<file path="src/rtl/sensor_conditioner.sv">
// Loop-detector conditioning for a two-street intersection: synchronize,
// debounce, hold off short dropouts, and count qualified arrivals per street.

// One street's conditioning channel: synchronizer, presence FSM, arrival count.
module sensor_channel #(
    parameter int unsigned DEB_CYCLES  = 4,
    parameter int unsigned HOLD_CYCLES = 8
) (
    input  logic       clk,
    input  logic       reset,
    input  logic       raw,
    input  logic       clear_cnt,
    output logic       sensor,
    output logic       arrival,
    output logic [7:0] count
);

    localparam int unsigned CW = 8;
    localparam logic [CW-1:0] DEB_LAST  = CW'(DEB_CYCLES - 1);
    localparam logic [CW-1:0] HOLD_LAST = CW'(HOLD_CYCLES - 1);
    localparam logic [CW-1:0] CNT_MAX   = CW'(255);

    typedef enum logic [1:0] {
        IDLE    = 2'd0,
        QUAL    = 2'd1,
        PRESENT = 2'd2,
        HOLD    = 2'd3
    } state_t;

    state_t        state;
    logic          sync_1;
    logic          sync_2;
    logic [CW-1:0] deb_cnt;
    logic [CW-1:0] hold_cnt;

    // Two-flop synchronizer for the asynchronous loop level.
    always_ff @(posedge clk or negedge reset) begin
        if (!reset) begin
            sync_1 <= 1'b0;
            sync_2 <= 1'b0;
        end else begin
            sync_1 <= raw;
            sync_2 <= sync_1;
        end
    end

    // Presence FSM; sensor tracks PRESENT/HOLD, arrival and count update on qualification.
    // The dropout counter releases on the HOLD_CYCLES-th consecutive low sample,
    // mirroring how the debounce counter qualifies on the DEB_CYCLES-th high one.
    always_ff @(posedge clk or negedge reset) begin
        if (!reset) begin
            state    <= IDLE;
            deb_cnt  <= '0;
            hold_cnt <= '0;
            sensor   <= 1'b0;
            arrival  <= 1'b0;
            count    <= '0;
        end else begin
            arrival <= 1'b0;
            if (clear_cnt) begin
                count <= '0;
            end
            case (state)
                IDLE: begin
                    if (sync_2) begin
                        state   <= QUAL;
                        deb_cnt <= CW'(1);
                    end
                end
                QUAL: begin
                    if (!sync_2) begin
                        state <= IDLE;
                    end else if (deb_cnt == DEB_LAST) begin
                        state   <= PRESENT;
                        sensor  <= 1'b1;
                        arrival <= 1'b1;
                        if (clear_cnt) begin
                            count <= CW'(1);
                        end else if (count != CNT_MAX) begin
                            count <= count + CW'(1);
                        end
                    end else begin
                        deb_cnt <= deb_cnt + CW'(1);
                    end
                end
                PRESENT: begin
                    if (!sync_2) begin
                        if (HOLD_CYCLES == 1) begin
                            state  <= IDLE;
                            sensor <= 1'b0;
                        end else begin
                            state    <= HOLD;
                            hold_cnt <= CW'(1);
                        end
                    end
                end
                HOLD: begin
                    if (sync_2) begin
                        state <= PRESENT;
                    end else if (hold_cnt == HOLD_LAST) begin
                        state  <= IDLE;
                        sensor <= 1'b0;
                    end else begin
                        hold_cnt <= hold_cnt + CW'(1);
                    end
                end
                default: begin
                    state  <= IDLE;
                    sensor <= 1'b0;
                end
            endcase
        end
    end

endmodule

// Top level: two independent, identical street channels sharing clock, reset and count clear.
module sensor_conditioner #(
    parameter int unsigned DEB_CYCLES  = 4,
    parameter int unsigned HOLD_CYCLES = 8
) (
    input  logic       clk,
    input  logic       reset,
    input  logic       raw_A,
    input  logic       raw_B,
    input  logic       clear_cnt,
    output logic       sensor_A,
    output logic       sensor_B,
    output logic       arrival_A,
    output logic       arrival_B,
    output logic [7:0] count_A,
    output logic [7:0] count_B
);

    sensor_channel #(
        .DEB_CYCLES (DEB_CYCLES),
        .HOLD_CYCLES(HOLD_CYCLES)
    ) u_chan_a (
        .clk      (clk),
        .reset    (reset),
        .raw      (raw_A),
        .clear_cnt(clear_cnt),
        .sensor   (sensor_A),
        .arrival  (arrival_A),
        .count    (count_A)
    );

    sensor_channel #(
        .DEB_CYCLES (DEB_CYCLES),
        .HOLD_CYCLES(HOLD_CYCLES)
    ) u_chan_b (
        .clk      (clk),
        .reset    (reset),
        .raw      (raw_B),
        .clear_cnt(clear_cnt),
        .sensor   (sensor_B),
        .arrival  (arrival_B),
        .count    (count_B)
    );

endmodule
</file>
<file path="config.mk">
export PLATFORM = sky130hd
export DESIGN_NAME = sensor_conditioner
export DESIGN_NICKNAME = d
export VERILOG_FILES = /design/src/rtl/sensor_conditioner.sv
export SDC_FILE = /design/constraint.sdc
export NUM_CORES = 1
export LEC_CHECK = 0
export CORE_UTILIZATION = 45
export CTS_CLUSTER_SIZE = 10
export DETAILED_ROUTE_END_ITERATION = 16
export HOLD_SLACK_MARGIN = 0.05
export PLACE_DENSITY = 0.73
export SYNTH_ARGS = -nofsm -noshare
export SYNTH_HDL_FRONTEND = slang
export SYNTH_SLANG_ARGS = --single-unit
</file>
<file path="constraint.sdc">
create_clock -name clk -period 3 [get_ports clk]
set_input_delay 0.6 -clock clk [delete_from_list [all_inputs] [get_ports clk]]
set_output_delay 0.6 -clock clk [all_outputs]
set_load 0.01 [all_outputs]
</file>
==> impl_metrics.ini, run 1 <==
[run_status]
status = finished, final reports clean

[synthesis]
yosysUniqueCellTypes = 50
yosys.area.top_type = dfrtp_1
synth_xor_area_share_pct = 1.11
syn_avg_cell_area_um2 = 9.35
yosysSeqAreaShare_pct = 47.8
synth_adder_area_share_pct = 2.39
ys_ff_latch = 60
netlist_instances = 336
ys_async_sr_fraction_pct = 100
synthFlopType = dfrtp_1
synth_area_mm2 = 0.00314
syn-num-nets = 347
yosysWarnings = 0
synth_top_family_by_area = simple AND/OR/NAND/NOR gates
synth_compound_gate_area_share_pct = 17.5
synth_edf_count = 0
yosys.area_share.simple_pct = 25.2
synth_mux_area_share_pct = 3.86
synthTopCellsByArea = dfrtp_1 48%, nand2_1 5.0%, o21ai_0 4.1%
synth_top_area_share_pct = 47.8

[sta]
fmax_mhz = 499
setup_violations = 0
timing.final.hold_violations = 0
maxSlewHeadroom_pct = 62.3
period_share_pct = 66.8
maxSlewViolCount = 0
finalCriticalPeriod_ns = 2.00
fin_tns_setup_ns = 0
worstMarginPinSlew_ns = 0.565
rsz0062_at_grt = no
fin_ws_ns = 0.996
skew_ns = 0.00779
holdWs_ns = 0.267

[clocking]
htreeDepth = 3
ctsHoldBuffers = 0
clk_pin_slew_ns = 0.07
clock_sinks = 60
clk_latency_ns = 0.34
cts-root-buf = clkbuf_8
cts_setup_buffers = 0
cts_inserted_buffers = 9
cts_resized = 0
cts.path.max_buffers = 2
cts_tree = yes

[placed_design]
dp.cells = 435
gp_congestion = 0.836
dp.final_hpwl_um = 4280
numPortBuffers = 24
placed_area_mm2 = 0.00348
place_ws_ns = 1.04

[final_layout]
fin_util_pct = 54.2
multiInputGateArea_mm2 = 0.00157
areaGrowthSynthToFinish_pct = 16.6
fillers = 624
diodes = 0
final_area_mm2 = 0.00366
seqCellArea_mm2 = 0.00150
layout-drive-gt1-share_pct = 7.01
mostFrequentLayoutCells = 60 x dfrtp_1, 42 x nand2_1, 27 x nor2_1
nets = 377
final_common_cell = dfrtp_1
final_cells = 451

[route]
drt-wirelength-per-cell_um = 14.1
dr.pass1.iters = 4
wl_um = 6340
vias = 2656
antenna_left = 0
via_per_inst = 5.89
drc = 0
drtIter0Drc = 155

[power_and_ir_drop]
p_per_area_mw_per_mm2 = 643
power_switching_uw = 797
clockPowerShare_pct = 29.1
swShare_pct = 33.8
pwr-share-seq_pct = 47.3
p_leak_nw = 1.55
p_int_mw = 1.56
ir_worst_vdd_mv = 0.384
total_power_mw = 2.35
combPwrFrac_pct = 23.6

[critical_path]
critPathKind = reg2reg
crit_path_start_kind = register
reg2regPathDepth = 5
crit_required_ns = 3.22
cp_data_arrival_time_ns = 2.23
critPathCaptureType = register
reg2reg_to = u_chan_a.count[6]
crit-reg2reg-launch = u_chan_a.deb_cnt[1]
cp_max_fo = 10
reg2reg_slack_ns = 1.0

[die]
core_area_mm2 = 0.00676
fp.dieH_um = 85.6
initial_utilization_pct = 46.5
io_pins = 25
rows = 30
die_area_mm2 = 0.00732
die_width_um = 85.6

[grt]
grt_pass1_wl_um = 11000
grt_max_degree = 61
grt_pass1_vias = 2404
grt-ovfl-total = 0
antenna_found_initial = 0
grtUsageTotal_pct = 19.0

[worst_hold_path]
hp-class = in2async

[job]
max-cap-violations = 0
==> worst max-delay path, stage by stage, from the launching register on <==
cell and delay (ns):
dfrtp_1 0.40, ha_1 0.22, nor4b_4 0.38, nand4_4 0.21
or4b_1 0.55, o211a_1 0.13
==> worst max path at each step <==
stage | endpoint | from
3_5_place_dp | u_chan_a.count[6] | u_chan_a.deb_cnt[1]
2_1_floorplan | u_chan_a.count[6] | u_chan_a.deb_cnt[1]
3_3_place_gp | u_chan_a.count[6] | u_chan_a.deb_cnt[1]
5_1_grt | u_chan_b.count[5] | u_chan_b.deb_cnt[0]
4_1_cts | u_chan_a.count[6] | u_chan_a.deb_cnt[1]
6_report | u_chan_a.count[6] | u_chan_a.deb_cnt[1]
==> power by group through the flow <==
stage	clock, mW	sequential (mW)	combinational, mW
after floorplan	0	1.07	0.439
after global placement	0	1.12	0.535
after global routing	0.745	1.14	0.638
after CTS	0.712	1.11	0.559
after detailed placement	0	1.13	0.550
final	0.685	1.11	0.556
==> Yosys cell counts, drive strengths merged (7+ instances only) <==
master / number
a21o: 8
a21oi: 20
clkbuf: 7
dfrtp: 60
inv: 10
mux2i: 11
nand2: 42
nand3: 17
nor2: 27
nor3: 19
o21ai: 26
==> layer usage <==
layer  track usage [%]  up-vias  share of wire (%)
li1                  -     1302                  -
met1              24.5     1304                 47
met2              30.3       48                 49
met3              4.62        2                3.8
met4              8.64        0               0.22
met5                 0        -                  0
==> kinds of logic after synthesis <==
group | Yosys count
adder cells (fa/ha/maj) | 6
buffers and inverters | 18
AND/OR/NAND/NOR | 150
multiplexers | 12
AO/OA/AOI/OAI | 86
flip-flops | 60
XOR/XNOR | 4
==> state kept, by name (all words and copies together), names as in the netlist, 8 cells and up, named ones only <==
signal and count:
u_chan_a.count 8, u_chan_a.deb_cnt 8, u_chan_a.hold_cnt 8, u_chan_b.count 8, u_chan_b.deb_cnt 8, u_chan_b.hold_cnt 8
==> layout make-up <==
type / count / area share (%)
multi-input combinational: 258 / 43.0
sequential: 60 / 41.0
timing repair buffer: 26 / 7.17
clock buffer: 11 / 3.59
tap: 80 / 2.73
clock inverter: 5 / 1.43
inverter: 11 / 1.13
Note: power is estimated with default switching activity, not from simulation.
==> run 2, diff against run 1 <==
--- a/config.mk
+++ b/config.mk
@@ -9,7 +9,7 @@
 export CTS_CLUSTER_SIZE = 10
 export DETAILED_ROUTE_END_ITERATION = 16
 export HOLD_SLACK_MARGIN = 0.05
-export PLACE_DENSITY = 0.73
+export PLACE_DENSITY = 0.76
 export SYNTH_ARGS = -nofsm -noshare
 export SYNTH_HDL_FRONTEND = slang
 export SYNTH_SLANG_ARGS = --single-unit
==> constraint.sdc (replaced) <==
create_clock -name clk -period 1.65 [get_ports clk]
set_input_delay 0.33 -clock clk [delete_from_list [all_inputs] [get_ports clk]]
set_output_delay 0.33 -clock clk [all_outputs]
set_load 0.01 [all_outputs]
==> impl_metrics.ini, run 2 (synthesized netlist as in run 1, its figures left out) <==
[sta]
timing.final.hold_violations = 0
worstMarginPinSlew_ns = 0.356
maxSlewHeadroom_pct = 75.6
maxSlewViolCount = 0
setup_violations = 8
holdWs_ns = 0.355
fin_ws_ns = -0.109
period_share_pct = 107
rsz0062_at_grt = yes
fmax_mhz = 569
skew_ns = 0.0100
finalCriticalPeriod_ns = 1.76

[clocking]
cts_inserted_buffers = 9
cts-root-buf = clkbuf_8
htreeDepth = 3
clk_latency_ns = 0.35
cts.path.max_buffers = 2
clk_pin_slew_ns = 0.07
cts_tree = yes
clock_sinks = 60

[grt]
grt_pass1_wl_um = 13100
grt_pass1_vias = 2953
antenna_found_initial = 0
grt-ovfl-total = 0
grtUsageTotal_pct = 22.7
grt_max_degree = 61

[critical_path]
critPathKind = reg2reg
crit_path_start_kind = register
cp_data_arrival_time_ns = 1.99
worstPathCellList = ha_2 > nor4b_4 > nand4_4 > or4b_1 > o211a_1
cp_slowest_cell = or4b_1
critPathCaptureType = register
reg2reg_slack_ns = -0.11
reg2reg_to = u_chan_a.count[6]
reg2regPathDepth = 5
cp.buffers_inverters = 0
crit_required_ns = 1.88
path_delay_family = simple AND/OR/NAND/NOR gates
crit-reg2reg-launch = u_chan_a.deb_cnt[0]
cp_max_fo = 7
startpoint = u_chan_a.deb_cnt[0]
critPathMaxStageDelay_ns = 0.51

[final_layout]
fillers = 528
layout-drive-gt1-share_pct = 26.3
multiInputGateArea_mm2 = 0.00173
seqCellArea_mm2 = 0.00151
mostFrequentLayoutCells = 57 x dfrtp_1, 57 x buf_4, 42 x nand2_1
nets = 435
diodes = 0
areaGrowthSynthToFinish_pct = 37.0

[job]
max-cap-violations = 0

[die]
fp.dieH_um = 85.6
initial_utilization_pct = 46.5
die_area_mm2 = 0.00732
die_width_um = 85.6
rows = 30
core_area_mm2 = 0.00676
io_pins = 25

[route]
drtIter0Drc = 182
drc = 0
vias = 2962
drt-wirelength-per-cell_um = 15.5
wl_um = 7870
dr.pass1.iters = 4
antenna_left = 0
via_per_inst = 5.82

[worst_hold_path]
whs_path_depth = 0
min_to = u_chan_b.sync_2
worst_hold_startpoint = u_chan_b.sync_1
hp-class = reg2reg

[placed_design]
gp_congestion = 0.842
numPortBuffers = 24
place_ws_ns = -0.0961
dp.final_hpwl_um = 5120

[power_and_ir_drop]
ir_worst_vdd_mv = 0.917
p_per_area_mw_per_mm2 = 1150
p_leak_nw = 1.97

[run_status]
violations = setup timing
status = finished with violations
## run 2: changes by cell type in the layout (fill, tap and decap cells not counted), sizes merged, moves of 3 or more
cell           before  now
clkdlybuf4s50      23   13
dlygate4sd2         0    7
buf                 3   60
dlymetal6s2s        0    3
## run 2: timing repair
item                                    CTS  global route
gates resized for setup                  23            31
endpoints found under the hold margin    60             0
endpoints found under the setup margin   23            32
pin swaps                                 6            13
setup buffers                            12             0
hold buffers                              1             0
## run 2: layout make-up
| cell class | instances | area share [%] |
|---|---|---|
| Sequential cell | 60 | 35.0 |
| Timing Repair Buffer | 84 | 16.3 |
| Clock buffer | 11 | 3.28 |
| Clock inverter | 5 | 1.74 |
| Inverter | 11 | 1.08 |
| Tap cell | 80 | 2.32 |
| Multi-Input combinational cell | 258 | 40.3 |
## run 2: metrics by stage
| stage | TNS (ns) | cells | util [%] | power (mW) | cell area, um^2 |
|---|---|---|---|---|---|
| floorplan | -0.204 | 336 | - | 2.77 | 3160 |
| global placement | -0.0692 | 482 | 57.0 | 3.33 | 3850 |
| detailed placement | -0.408 | 482 | 57.0 | 3.39 | 3850 |
| CTS | -0.323 | 511 | 62.3 | 4.94 | 4210 |
| global route | -1.46 | 509 | 63.7 | 5.26 | 4310 |
| finish | -0.339 | 509 | 63.7 | 4.97 | 4310 |
## run 2: routing by layer
| layer | GRT usage (%) | up-vias | share of wire [%] |
|---|---|---|---|
| li1 | - | 1426 | - |
| met1 | 27.5 | 1438 | 42 |
| met2 | 38.2 | 77 | 52 |
| met3 | 6.26 | 21 | 4.0 |
| met4 | 9.55 | 0 | 2.4 |
| met5 | 0 | - | 0 |
## run 2: how the worst max path moves through the flow
| stage | cells past startpoint | endpoint |
|---|---|---|
| global placement | 5 | u_chan_a.count[0] |
| CTS | 5 | u_chan_a.count[6] |
| floorplan | 5 | u_chan_a.count[6] |
| detailed placement | 5 | u_chan_a.count[6] |
| global route | 5 | u_chan_a.count[6] |
| finish | 5 | u_chan_a.count[6] |
## run 2: where the power goes
part / internal, mW / leakage, nW / total, mW / switching [mW]
registers: 1.70 / 0.764 / 1.89 / 0.195
logic: 0.766 / 1.09 / 1.62 / 0.852
clock network: 0.884 / 0.113 / 1.46 / 0.575
## run 2: worst reg2reg max path: stages, from the launching register on
cell and delay [ns]:
dfrtp_1 0.35, ha_2 0.19, nor4b_4 0.27, nand4_4 0.17
or4b_1 0.51, o211a_1 0.15
==> run 3, diff against run 2 <==
--- a/config.mk
+++ b/config.mk
@@ -9,7 +9,7 @@
 export CTS_CLUSTER_SIZE = 10
 export DETAILED_ROUTE_END_ITERATION = 16
 export HOLD_SLACK_MARGIN = 0.05
-export PLACE_DENSITY = 0.76
+export PLACE_DENSITY = 0.67
 export SYNTH_ARGS = -nofsm -noshare
 export SYNTH_HDL_FRONTEND = slang
 export SYNTH_SLANG_ARGS = --single-unit
==> impl_metrics.ini, run 3 (synthesized netlist as in run 1, its figures left out) <==
[grt]
grt-ovfl-total = 0
grt_pass1_vias = 2734
grt_max_degree = 23
grtUsageTotal_pct = 21.3
grt_pass1_wl_um = 12200
antenna_found_initial = 0

[clocking]
cts.path.max_buffers = 2
cts_tree = yes
clk_latency_ns = 0.34
clk_pin_slew_ns = 0.07
htreeDepth = 3
cts_inserted_buffers = 9
cts-root-buf = clkbuf_8
clock_sinks = 60

[critical_path]
critPathKind = reg2reg
critPathCaptureType = register
cp_max_fo = 6
crit_required_ns = 1.88
cp_data_arrival_time_ns = 1.96
crit_path_start_kind = register

[sta]
timing.final.hold_violations = 0
fmax_mhz = 578
finalCriticalPeriod_ns = 1.73
fin_tns_setup_ns = -0.355
maxSlewHeadroom_pct = 73.5
period_share_pct = 105
rsz0062_at_grt = yes
maxSlewViolCount = 0
skew_ns = 0.00574
fin_ws_ns = -0.0805
setup_violations = 6
worstMarginPinSlew_ns = 0.397
holdWs_ns = 0.349

[final_layout]
nets = 437
mostFrequentLayoutCells = 59 x dfrtp_1, 55 x buf_4, 42 x nand2_1
areaGrowthSynthToFinish_pct = 37.7
final_common_cell = dfrtp_1
diodes = 0
layout-drive-gt1-share_pct = 26.2
fin_util_pct = 64.0
fillers = 535

[power_and_ir_drop]
p_leak_nw = 1.93
p_per_area_mw_per_mm2 = 1100
ir_worst_vdd_mv = 0.529

[die]
die_area_mm2 = 0.00732
core_area_mm2 = 0.00676
die_width_um = 85.6
initial_utilization_pct = 46.5
rows = 30
fp.dieH_um = 85.6
io_pins = 25

[run_status]
violations = setup timing
status = finished with violations

[route]
antenna_left = 0
dr.pass1.iters = 4
vias = 2853
drtIter0Drc = 65
drc = 0
wl_um = 7370
via_per_inst = 5.58
drt-wirelength-per-cell_um = 14.4

[placed_design]
gp_congestion = 0.821
place_ws_ns = -0.0704
numPortBuffers = 24
dp.final_hpwl_um = 5130

[worst_hold_path]
hp-class = reg2reg

[job]
max-cap-violations = 0
## run 3: cell types whose count changed in the layout (fill, tap and decap cells not counted), sizes merged
cell | before | now
clkbuf | 11 | 16
clkinv | 3 | 0
buf | 60 | 62
bufinv | 2 | 0
dlygate4sd2 | 7 | 9
dlymetal6s2s | 3 | 1
clkinvlp | 0 | 1
inv | 11 | 10
## run 3: worst max-delay path, cell delays in order, from the launching register on
cell     delay (ns)
dfrtp_1        0.36
ha_2           0.19
nor4b_4        0.26
nand4_4        0.17
or4b_1         0.49
o211a_1        0.14
## run 3: metrics by stage
stage	std cells	total power [mW]	area [um^2]
final	511	4.78	4330
after global routing	511	5.09	4330
after floorplan	336	2.77	3160
after global placement	483	3.36	3860
after detailed placement	483	3.41	3860
after CTS	505	4.77	4110
## run 3: area by class of cell
class                   instances  area, um^2  area share (%)
well taps                      80         100            2.31
multi-input cells             258        1740            40.3
flip-flops and latches         60        1500            34.7
inverters                      11        47.5            1.10
clock buffers                  16         200            4.63
repair buffers                 86         734            17.0
## run 3: path summary, 6_finish.rpt
| kind | startpoint | end | slack, ns | depth (start not counted) |
|---|---|---|---|---|
| min in group asynchronous | reset | u_chan_a.hold_cnt[7] | 0.39 | 2 |
| max in group asynchronous | reset | u_chan_b.sync_2 | 0.69 | 3 |
| min | u_chan_a.sync_1 | u_chan_a.sync_2 | 0.35 | 0 |
| max reg2reg | u_chan_a.deb_cnt[1] | u_chan_a.count[6] | -0.08 | 5 |
| min reg2reg | u_chan_a.sync_1 | u_chan_a.sync_2 | 0.35 | 0 |
| max | u_chan_a.deb_cnt[1] | u_chan_a.count[6] | -0.08 | 5 |
## run 3: timing repair
item	CTS	global route
pin swaps	6	14
endpoints found under the hold margin	8	0
endpoints found under the setup margin	26	34
gates resized for setup	18	39
setup buffers	5	6
hold buffers	1	0
## run 3: metal layers
metal	GRT usage (%)	share of wire, %	up-vias
met5	0	0	-
met4	7.88	1.8	0
met3	6.83	3.6	16
met2	34.2	49	50
met1	27.2	45	1357
li1	-	-	1430
## run 3: power breakdown
part	total (mW)	switching (mW)	internal, mW	leakage, nW
sequential	1.89	0.194	1.70	0.767
combinational	1.59	0.822	0.769	1.06
clock	1.29	0.540	0.752	0.103
total	4.78	1.56	3.22	1.93
